[src/rtl/fetch_ctrl_pkg.sv]
// Shared types and constants for the fetch sequencing controller.
// State encoding, PC-source selects and a small sizing helper.
package fetch_ctrl_pkg;

    typedef enum logic [2:0] {
        StBoot,
        StRun,
        StBranchWait,
        StIntDrain,
        StIntInject
    } fetch_state_e;

    localparam logic [1:0] PC_SEL_INC   = 2'b00;
    localparam logic [1:0] PC_SEL_NEW   = 2'b01;
    localparam logic [1:0] PC_SEL_RESET = 2'b10;
    localparam logic [1:0] PC_SEL_INT   = 2'b11;

    function automatic int unsigned max3(input int unsigned a, input int unsigned b,
                                         input int unsigned c);
        int unsigned m;
        m = (a > b) ? a : b;
        return (m > c) ? m : c;
    endfunction

endpackage

[src/rtl/wait_counter.sv]
// Loadable saturating down-counter with a zero flag.
// Shared by the branch-wait, interrupt-drain and interrupt-inject phases.
module wait_counter #(
    parameter int unsigned WIDTH = 2
) (
    input  logic             i_clk,
    input  logic             i_reset_n,
    input  logic             i_load,
    input  logic [WIDTH-1:0] i_load_value,
    input  logic             i_dec,
    output logic             o_zero
);

    logic [WIDTH-1:0] r_count;

    always_ff @(posedge i_clk or negedge i_reset_n) begin
        if (!i_reset_n) begin
            r_count <= '0;
        end else if (i_load) begin
            r_count <= i_load_value;
        end else if (i_dec && (r_count != '0)) begin
            r_count <= r_count - WIDTH'(1);
        end
    end

    assign o_zero = (r_count == '0);

endmodule

[src/rtl/fetch_controller.sv]
// Fetch-stage sequencing controller: PC update select, IF/ID bubbles,
// branch-resolution wait and two-phase interrupt entry (drain, then inject).
module fetch_controller
    import fetch_ctrl_pkg::*;
#(
    parameter int unsigned HAZARD_WAIT_MAX = 3,
    parameter int unsigned DRAIN_CYCLES    = 3,
    parameter int unsigned INJECT_CYCLES   = 2
) (
    input  logic       i_clk,
    input  logic       i_reset_n,
    input  logic       i_interrupt_req,
    input  logic       i_hazard_instruction,
    input  logic       i_stall,
    input  logic       i_branch_resolved,
    input  logic       i_branch_decision,
    output logic       o_pc_enable,
    output logic [1:0] o_pc_sel,
    output logic       o_flush,
    output logic       o_interrupt,
    output logic       o_int_ack,
    output logic       o_busy
);

    localparam int unsigned CntW =
        $clog2(max3(HAZARD_WAIT_MAX, DRAIN_CYCLES, INJECT_CYCLES) + 1);

    localparam logic [CntW-1:0] HazardLoad = CntW'(HAZARD_WAIT_MAX - 1);
    localparam logic [CntW-1:0] DrainLoad  = CntW'(DRAIN_CYCLES - 1);
    localparam logic [CntW-1:0] InjectLoad = CntW'(INJECT_CYCLES - 1);

    fetch_state_e    r_state;
    logic            r_booted;
    logic            r_pending;

    logic            w_cnt_load;
    logic [CntW-1:0] w_cnt_load_value;
    logic            w_cnt_dec;
    logic            w_cnt_zero;
    logic            w_take_int;
    logic            w_take_hazard;

    // RUN-state transitions only fire when fetch is not frozen.
    assign w_take_int    = !i_stall && r_pending && !i_hazard_instruction;
    assign w_take_hazard = !i_stall && i_hazard_instruction;

    wait_counter #(
        .WIDTH(CntW)
    ) u_wait_counter (
        .i_clk       (i_clk),
        .i_reset_n   (i_reset_n),
        .i_load      (w_cnt_load),
        .i_load_value(w_cnt_load_value),
        .i_dec       (w_cnt_dec),
        .o_zero      (w_cnt_zero)
    );

    always_comb begin
        w_cnt_load       = 1'b0;
        w_cnt_load_value = '0;
        w_cnt_dec        = 1'b0;
        case (r_state)
            StRun: begin
                if (w_take_int) begin
                    w_cnt_load       = 1'b1;
                    w_cnt_load_value = DrainLoad;
                end else if (w_take_hazard) begin
                    w_cnt_load       = 1'b1;
                    w_cnt_load_value = HazardLoad;
                end
            end
            StBranchWait: w_cnt_dec = !i_branch_resolved;
            StIntDrain: begin
                if (w_cnt_zero) begin
                    w_cnt_load       = 1'b1;
                    w_cnt_load_value = InjectLoad;
                end else begin
                    w_cnt_dec = 1'b1;
                end
            end
            StIntInject: w_cnt_dec = 1'b1;
            default: ;
        endcase
    end

    // r_booted holds the reset-value outputs until the first clock edge after release.
    always_ff @(posedge i_clk or negedge i_reset_n) begin
        if (!i_reset_n) begin
            r_state   <= StBoot;
            r_booted  <= 1'b0;
            r_pending <= 1'b0;
        end else begin
            if ((r_state == StIntDrain) && w_cnt_zero) begin
                r_pending <= 1'b0;
            end else if (i_interrupt_req && (r_state != StIntInject)) begin
                r_pending <= 1'b1;
            end

            case (r_state)
                StBoot: begin
                    if (r_booted) begin
                        r_state <= StRun;
                    end else begin
                        r_booted <= 1'b1;
                    end
                end
                StRun: begin
                    if (w_take_int) begin
                        r_state <= StIntDrain;
                    end else if (w_take_hazard) begin
                        r_state <= StBranchWait;
                    end
                end
                StBranchWait: begin
                    if (i_branch_resolved || w_cnt_zero) begin
                        r_state <= StRun;
                    end
                end
                StIntDrain: begin
                    if (w_cnt_zero) begin
                        r_state <= StIntInject;
                    end
                end
                StIntInject: begin
                    if (w_cnt_zero) begin
                        r_state <= StRun;
                    end
                end
                default: r_state <= StBoot;
            endcase
        end
    end

    always_comb begin
        o_pc_enable = 1'b0;
        o_pc_sel    = PC_SEL_INC;
        o_flush     = 1'b0;
        o_interrupt = 1'b0;
        o_int_ack   = 1'b0;
        o_busy      = 1'b1;
        case (r_state)
            StBoot: begin
                o_pc_enable = r_booted;
                o_pc_sel    = PC_SEL_RESET;
                o_flush     = 1'b1;
            end
            StRun: begin
                o_busy      = 1'b0;
                o_pc_enable = !i_stall && !w_take_int;
            end
            StBranchWait: begin
                o_flush = 1'b1;
                if (i_branch_resolved) begin
                    o_pc_enable = 1'b1;
                    o_pc_sel    = i_branch_decision ? PC_SEL_NEW : PC_SEL_INC;
                end else if (w_cnt_zero) begin
                    o_pc_enable = 1'b1;
                end
            end
            StIntDrain: begin
                o_flush   = 1'b1;
                o_int_ack = w_cnt_zero;
            end
            StIntInject: begin
                o_flush     = 1'b1;
                o_interrupt = 1'b1;
                o_pc_sel    = PC_SEL_INT;
                o_pc_enable = w_cnt_zero;
            end
            default: ;
        endcase
    end

endmodule
[config.mk]
export PLATFORM = sky130hd
export DESIGN_NAME = fetch_controller
export DESIGN_NICKNAME = d
export VERILOG_FILES = /design/src/rtl/fetch_ctrl_pkg.sv /design/src/rtl/wait_counter.sv /design/src/rtl/fetch_controller.sv
export SDC_FILE = /design/constraint.sdc
export NUM_CORES = 1
export LEC_CHECK = 0
export CORE_AREA = 4 4 41 43
export CTS_CLUSTER_DIAMETER = 150
export DETAILED_ROUTE_END_ITERATION = 10
export DIE_AREA = 0 0 45 47
export PLACE_DENSITY = 0.76
export SYNTH_ARGS = -nofsm -noshare
export SYNTH_HDL_FRONTEND = slang
export SYNTH_SLANG_ARGS = --single-unit
export TNS_END_PERCENT = 30
[constraint.sdc]
create_clock -name i_clk -period 1.5 [get_ports i_clk]
set_clock_uncertainty 0.15 [all_clocks]
set_input_delay 0.375 -clock i_clk [delete_from_list [all_inputs] [get_ports i_clk]]
set_output_delay 0.375 -clock i_clk [all_outputs]
set_load 0.01 [all_outputs]
# [Word-level counts from Yosys, hierarchy flattened]
# Index checks and enable logic that the tools add are counted.
[word_totals] register_bits=7 elab_cells=64 out_inout_bits=7 input_bits=7
[classes] add_sub_neg=1 reduce_logical=19 n_eq_ne=10 n_mux=30
[ops] operator="$mux W3" n=6
[ops] operator="$pmux W3 S5" n=1
[ops] operator="$mux W1" n=14
[ops] operator="$mux W2" n=4
[ops] operator="$ne A2 B2 Y1 const B" n=4
[ops] operator="$logic_and A1 B1 Y1" n=7
[ops] operator="$eq A3 B2 Y1 const B" n=2
[ops] operator="$ne A3 B3 Y1 const B" n=2
[ops] operator="$pmux W2 S3" n=1
[ops] operator="$reduce_bool A2 Y1" n=3
[ops] operator="$reduce_and A5 Y1" n=1
[ops] operator="$logic_not A1 Y1" n=4
[ops] operator="$pmux W1 S4" n=1
[ops] operator="$pmux W2 S2" n=1
[ops] operator="$reduce_or A4 Y1" n=1
[ops] operator="$eq A3 B1 Y1 const B" n=1
[ops] operator="$eq A3 B3 Y1 const B" n=1
[ops] operator="$logic_not A3 Y1" n=1
[ops] operator="$pmux W1 S3" n=1
[ops] operator="$logic_not A2 Y1" n=1
[ops] operator="$pmux W1 S2" n=1
[ops] operator="$sub A2 B1 Y2 const B" n=1
[ops] operator="$logic_or A1 B1 Y1" n=1

# [Logic depth before layout (Yosys ltp)]
# Gate-level depths: netlist (run 1).
[depth] ltp_word=6 mapped_depth=6 ltp_nobuf=6

# [Cells and area by module]
# Synthesis (run 1) repeated with hierarchy kept, for this count alone.
[hier_totals] hier_cells=62 hier_area_um2=575.6
[modules_own_cells] module="fetch_controller" n_inst=1 area_each_um2=442.9 seq_area_each_um2=125.1 cells_each=49
[modules_own_cells] module="wait_counter" n_inst=1 area_each_um2=132.6 seq_area_each_um2=50.0 cells_each=13

# [Worst setup path before layout (run 1)]
# No wires, ideal clock.
[synth_timing] path_type="register -> output" from="register r_state[1]" to="output o_pc_enable" required_time_ps=975 path_slack_ps=-151 arrival_time_ps=1126 stages_incl_launch_ff=3 path_cell_list="dfrtp_1 > or3b_4 > o21ai_0"
[synth_between] elab_chain_cells=2 elab_cells_between_ends=5 cone_classes="eq/ne: 3; mux: 1; reduce/logical: 1"
[synth_rtl] element="from (decl)" line="fetch_controller.sv:32" rtl="fetch_state_e r_state;"
[synth_rtl] element="from (signal assigned)" line="fetch_controller.sv:89" rtl="r_state <= StBoot;"
[synth_rtl] element="from (signal assigned)" line="fetch_controller.sv:102" rtl="r_state <= StRun;"
[synth_rtl] element="from (signal assigned)" line="fetch_controller.sv:109" rtl="r_state <= StIntDrain;"
[synth_rtl] element="$eq A3 B3 Y1, or another cell as far along" line="fetch_controller.sv:141" rtl="case (r_state)"
[synth_rtl] element="$pmux W1 S4 *" line="fetch_controller.sv:141"
[synth_rtl] element="to (decl)" line="fetch_controller.sv:17" rtl="output logic o_pc_enable,"
# Mark *: on every way between the ends. The rest lies on a longest branch, timed or not.

# [Final worst setup path (run 1)]
[layout_timing] from="register r_state[2]" to="output o_pc_enable"
# Same word-level chain as after synthesis.

==> summary.md, run 1 <==
| Metric | Value |
|---|---|
| Fmax | 524 MHz |
| Avg WL per Cell | 14.9 um |
| First-pass GRT wire length | 2.68 mm |
| Worst Slack Setup Final | -0.407 ns |
| Port Buffers | 13 |
| Final Max Tran Viols | 0 |
| Adder-cell area share of the yosys netlist | 2.48% |
| Slowest cell on the critical path | dfrtp_2 |
| CP max FO | 5 |
| Drt pass-1 iters | 4 |
| Status | finished, violations left |
| Pwr Density | roughly 1800 nW/um2 |
| # IOs | 14 |
| Sequential element share of the synthesized area | between 30% and 40% |
| Die area | around 2100 um2 |
| Die Height | roughly 47 um |
| CP Launch Type | register |
| Largest net degree at the start of global routing | 11 |
| Number of diodes | 0 |
| Grt total ovfl | 0 |
| Minimum clock period | roughly 1.9 ns |
| Starting DRT DRC Count | 9 |
| # setup viols final | 11 |
| LEAKAGE | 0.469 nW |
| VDD IR max | 0.00107 V |
| Clock latency on the worst-skew pair | 0.25 ns |
| Area Growth Syn to Fin | 97.5% |
| Crit path DAT | 1.38 ns |
| Routed via count | 588 |
| R2r startpoint | r_state[2] |
| Most frequent cells in the layout | 21 x buf_4, 13 x buf_6 |
| Post-route cell area | 996 um2 |
| Placer Congestion | 0.779 |
| Vias per inst | just over 5 |
| Synth cell types | 24 |
| Deepest clock path buffer count | 2 |
| CTS root buffer | clkbuf_4 |
| Ys Warns | 0 |
| Max cap viols | 0 |
| H-Tree Depth | 1 |
| Nets | 110 |
| Starting Density | 38.8% |
| Final hold viol count | 0 |
| Share of layout cells above drive strength 1 | 62.4% |
| Post-synthesis mux area share | 3.97% |
| Commonest non-fill, non-tap cell in the layout | buf_4 |
| Initial antenna violation count | 0 |
| Worst slew margin | 76.7% |
| Vias in the first global route | around 570 |
| Core ar. | 1300 um2 |
| Syn Inst Count | 57 |
| Crit path from | r_state[2] |
| Hold_ws | roughly 0.25 ns |
| Reg clk slew, reported paths | 0.05 ns |
| CP endpoint kind | primary output |
| Fill cell count | 92 |
| Hold crit path type | in2async |
| R2R depth | 6 |
| Die width | 45 um |
| CTS tree | yes |
| CTS Sinks | 7 |
| Failing checks | setup timing |
| Post-Place Setup Slack | -0.803 ns |
| Total Routing Usage GR | 18.0% |
| Setup CP Type | reg2out |
| FF+latch count, synth | 7 |
| Post-synthesis cell area | 504 um2 |
| Mean Syn Cell Area | between 8 and 9 um2 |
| XOR/XNOR Fraction of Synth Area | 1.74% |
| Cts hold-fix bufs | 0 |
| CP Cell Sequence | or3b_4 -> o21ai_1 -> buf_2 |
| RSZ-0062 raised after global routing | yes |
| Synth Area in Compound Gates | 23.6% |
| Largest family of logic cells by synthesized area | simple AND/OR/NAND/NOR gates |
| Post-Route WL | 1.73 mm |
| DRC violations left | 0 |
| Detailed Place HPWL | 1.07 mm |
| Final ANT Viol Nets | 0 |
| Placed inst area | 796 um2 |
| Syn nets | 65 |
| TritonCTS Buffers | 3 |
| Final Cycle Share | 127% |
| Worst-margin pin slew | ~0.35 ns |
| Synth Area in Simple Gates | 23.6% |
| Critical Path RT | 0.97 ns |
| Crit path largest cell delay | roughly 0.45 ns |
| Site Rows | 13 |
## synthesized netlist by cell type
master / count / area, um2
nand2b_1: 1 / 6.26
nor4b_2: 2 / 30.0
nand2_1: 2 / 7.51
o211a_1: 1 / 10.0
buf_4: 2 / 15.0
nor3_1: 2 / 10.0
inv_1: 8 / 30.0
nor2b_1: 1 / 6.26
a211oi_2: 2 / 25.0
or3b_4: 1 / 11.3
o21ai_0: 5 / 25.0
mux2i_1: 2 / 20.0
a21oi_1: 5 / 25.0
a211o_1: 1 / 8.76
nor3_4: 1 / 16.3
o21ai_1: 2 / 10.0
or2_2: 1 / 6.26
dfrtp_1: 7 / 175
xnor2_1: 1 / 8.76
nor2_1: 4 / 15.0
nand3_1: 2 / 10.0
buf_2: 1 / 5.00
a211oi_1: 2 / 15.0
ha_1: 1 / 12.5
## routing by layer
metal	part of all wire (%)	GRT usage, %	vias up	routed length [um]
met5	0	0	-	0
met4	1.1	7.60	0	19
met3	2.9	2.30	4	50
met2	53	33.6	13	915
met1	43	20.6	284	744
li1	-	-	287	-
## power by group
part / internal [mW] / total [mW] / switching (mW)
sequential: 0.255 / 0.313 / 0.0583
clock: 0.102 / 0.173 / 0.0712
combinational: 0.723 / 1.31 / 0.585
## kinds of logic after synthesis
family,after synthesis
flops,7
compound gates,18
mux,2
buf+inv,11
xor+xnor,1
fa+ha+maj,1
simple gates,17
## final cells by class
cell class / count / area, um2 / share of cell area, %
well taps: 15 / 18.8 / 1.88
inverters: 8 / 30.0 / 3.02
multi-input cells: 39 / 362 / 36.3
flip-flops and latches: 7 / 178 / 17.8
clock buffers: 4 / 26.3 / 2.64
repair buffers: 43 / 382 / 38.3
## through the flow
| step | power, mW | setup TNS [ns] | instances | util, % |
|---|---|---|---|---|
| CTS | 1.62 | -2.91 | 112 | 69.6 |
| floorplan | 0.809 | -0.0816 | 57 | - |
| finish | 1.79 | -3.03 | 116 | 76.5 |
| global route | 1.90 | -3.75 | 116 | 76.5 |
| global placement | 1.24 | -4.86 | 103 | 61.2 |
| detailed placement | 1.26 | -5.08 | 103 | 61.2 |
## repair_timing
item                                    in CTS  in global routing
endpoints found under the setup margin      11                 12
buffers inserted                             5                  4
resized for setup                           48                 16
hold endpoints to repair                     0                  0
pin swaps                                    7                  8
## state kept, by name, summed over array words and instances (netlist names)
| name | cells |
|---|---|
| u_wait_counter.r_count | 2 |
| r_state | 3 |
| r_booted | 1 |
| r_pending | 1 |
## path summary, 6_finish.rpt
path	slack [ns]	end
min in group i_clk	0.40	u_wait_counter.r_count[1]
min	0.25	r_pending
max in group asynchronous	0.68	r_state[2]
min reg2reg	0.40	u_wait_counter.r_count[1]
max	-0.41	o_pc_enable
max reg2reg	-0.27	r_state[1]
## critical path: cells and delay by family (launching register included)
kind	cells	cell delay (ns)
DFF	1	0.45
AOI/OAI and AO/OA	1	0.13
and+or+nand+nor	1	0.42
buffers and inverters	1	0.14
(Power assumes the default switching activity.)
==> run 2, diff against run 1 <==
--- a/config.mk
+++ b/config.mk
@@ -5,10 +5,11 @@
 export SDC_FILE = /design/constraint.sdc
 export NUM_CORES = 1
 export LEC_CHECK = 0
-export CORE_AREA = 4 4 41 43
+export CORE_AREA = 2 2 39 41
 export CTS_CLUSTER_DIAMETER = 150
 export DETAILED_ROUTE_END_ITERATION = 10
-export DIE_AREA = 0 0 45 47
+export DIE_AREA = 0 0 41 43
+export GPL_TIMING_DRIVEN = 0
 export PLACE_DENSITY = 0.76
 export SYNTH_ARGS = -nofsm -noshare
 export SYNTH_HDL_FRONTEND = slang
==> run 2 against run 1 <==
Compared with the run above: the run still ends with setup timing left; via count down 8.5%; die area decreased by 17%; flip-flop and latch count is the same; clock power rose by 3%; critical path type unchanged; largest cell class is now multi-input combinational cells; largest power group unchanged; highest routed layer unchanged.
==> summary.md, run 2 (synthesized netlist as in run 1, its figures left out) <==
| Metric | Value |
|---|---|
| Status | finished, violations left |
| Failing checks | setup timing |
| Largest register FFs | 3 |
| Site Rows | 14 |
| Deepest clock path buffer count | 2 |
| Crit path max-delay family | flip-flops |
| Worst slew margin | 76.9% |
| Die area | about 1800 um2 |
| Number of diodes | 0 |
| Share of layout cells above drive strength 1 | a little under three fifths |
| Pwr Density | ~1800 nW/um2 |
| Area Growth Syn to Fin | 75.2% |
| Grt total ovfl | 0 |
| Cell-internal power | 0.954 mW |
| R2R depth | 6 |
| Die width | 41 um |
| Minimum clock period | between 1.5 and 2 ns |
| Fill cell count | 120 |
| Critical Path RT | 0.97 ns |
| # setup viols final | 10 |
| Most flops, register | r_state |
| CTS tree | yes |
| Vias in the first global route | 495 |
| Largest regs | r_state x3, u_wait_counter.r_count x2 |
| Reg clk slew, reported paths | about 0.060 ns |
| CP Launch Type | register |
| Detailed Place HPWL | 812 um |
| CP endpoint kind | primary output |
| CP Cell Sequence | buf_6 -> buf_4 -> a21oi_2 -> o21ai_2 -> o21ai_1 -> buf_2 |
| Final Max Tran Viols | 0 |
| Max cap viols | 0 |
| Starting DRT DRC Count | 11 |
| Clock share of power | 11.0% |
| Worst-margin pin slew | 0.346 ns |
| Port Buffers | 13 |
| LEAKAGE | about 0.4 nW |
| Comb power frac | 70.5% |
| Most frequent cells in the layout | 10 x buf_6, 10 x buf_4, 7 x dfrtp_1 |
| Worst Slack Setup Final | -0.420 ns |
| Final non-filler cell total | about 100 |
| Clock latency on the worst-skew pair | about 0.26 ns |
| Drt pass-1 iters | 5 |
| Routed via count | approximately 540 |
| Nets | 96 |
| Net Sw Power | approximately 0.67 mW |
| CP max FO | 5 |
| Placed cell count | 86 |
| Total Routing Usage GR | 18.0% |
| Buffer and inverter count on the worst path | 3 |
| CTS root buffer | clkbuf_4 |
| Hold crit path type | in2async |
| Crit path largest cell delay | 0.44 ns |
| H-Tree Depth | 1 |
| Critical Path Stages | 6 |
| Starting Density | between 30% and 40% |
| Crit path from | r_state[2] |
| Placer Congestion | 0.755 |
| Post-Place Setup Slack | -0.907 ns |
| Post-Route WL | 1.41 mm |
| Largest net degree at the start of global routing | 11 |
| Final Cycle Share | 128% |
| VDD IR max | 0.000908 V |
| # IOs | 14 |
| Final hold viol count | 0 |
| Setup CP Type | reg2out |
| Slowest cell on the critical path | dfrtp_1 |
| DRC violations left | 0 |
| Crit path DAT | 1.39 ns |
| Fmax | ~520 MHz |
| TritonCTS Buffers | 3 |
| Flop pwr share | 18.5% |
| Core ar. | 1380 um2 |
| Final ANT Viol Nets | 0 |
| Hold_ws | 0.230 ns |
| First-pass GRT wire length | 2.09 mm |
| Vias per inst | 5.22 |
| Avg WL per Cell | 13.7 um |
| Initial antenna violation count | 0 |
| Cts hold-fix bufs | 0 |
| R2r startpoint | r_state[2] |
| CTS Sinks | 7 |
| Sw Ratio | 41.3% |
| Die Height | 43 um |
| RSZ-0062 raised after global routing | yes |
[run 2: cell count changes in the layout (fill, tap and decap cells not counted), sizes merged]
cell / previous run / this run
buf: 37 / 23
clkbuf: 4 / 3
clkinv: 0 / 1
dlygate4sd2: 0 / 1
dlymetal6s2s: 1 / 0
[run 2: what timing repair did]
item                                    in CTS  in global routing
buffers inserted                             8                  5
pin swaps                                    7                  6
endpoints found under the setup margin       9                 11
resized for setup                           49                 13
[run 2: routing by layer]
layer  up-vias  wire [um]  GRT usage (%)
met1       253        605           20.0
met4         0         24           10.0
li1        261          -              -
met2        20        694           29.7
met5         -          0              0
met3         4         81           3.66
[run 2: worst reg2reg max path, stage by stage, from the launching register on]
cell and delay [ns]:
dfrtp_1 0.44, or3b_4 0.41, buf_4 0.14, buf_4 0.13
nor3_4 0.14, nor2_1 0.07, a21oi_1 0.15
[run 2: area by class of cell]
cell class / count / area, um2 / share of cell area (%)
buffer: 3 / 33.8 / 3.82
clock buffer: 3 / 22.5 / 2.55
clock inverter: 1 / 5.00 / 0.567
inverter: 8 / 30.0 / 3.40
multi-input combinational: 39 / 369 / 41.8
sequential: 7 / 175 / 19.8
tap: 16 / 20.0 / 2.27
timing repair buffer: 26 / 228 / 25.8
[run 2: path summary, 6_finish.rpt]
path / to / slack (ns)
min reg2reg: u_wait_counter.r_count[1] / 0.34
max: o_pc_enable / -0.42
max in group asynchronous: r_booted / 0.71
max reg2reg: r_state[1] / -0.20
min: r_state[1] / 0.23
min in group i_clk: u_wait_counter.r_count[1] / 0.34
[run 2: metrics by stage]
stage                     total power [mW]  util (%)  cell area (um2)  TNS [ns]
after floorplan                      0.809         -              509   -0.0816
after global placement                1.05      47.6              659     -4.43
after detailed placement              1.06      47.6              659     -4.66
after CTS                             1.47      59.9              828     -2.54
after global routing                  1.74      63.8              883     -3.33
final                                 1.62      63.8              883     -2.65
[run 2: power groups by stage]
stage	registers [mW]	clock network [mW]	logic [mW]
2_1_floorplan	0.284	0	0.525
3_3_place_gp	0.290	0	0.758
3_5_place_dp	0.293	0	0.770
4_1_cts	0.301	0.183	0.982
5_1_grt	0.304	0.197	1.24
6_report	0.301	0.178	1.14
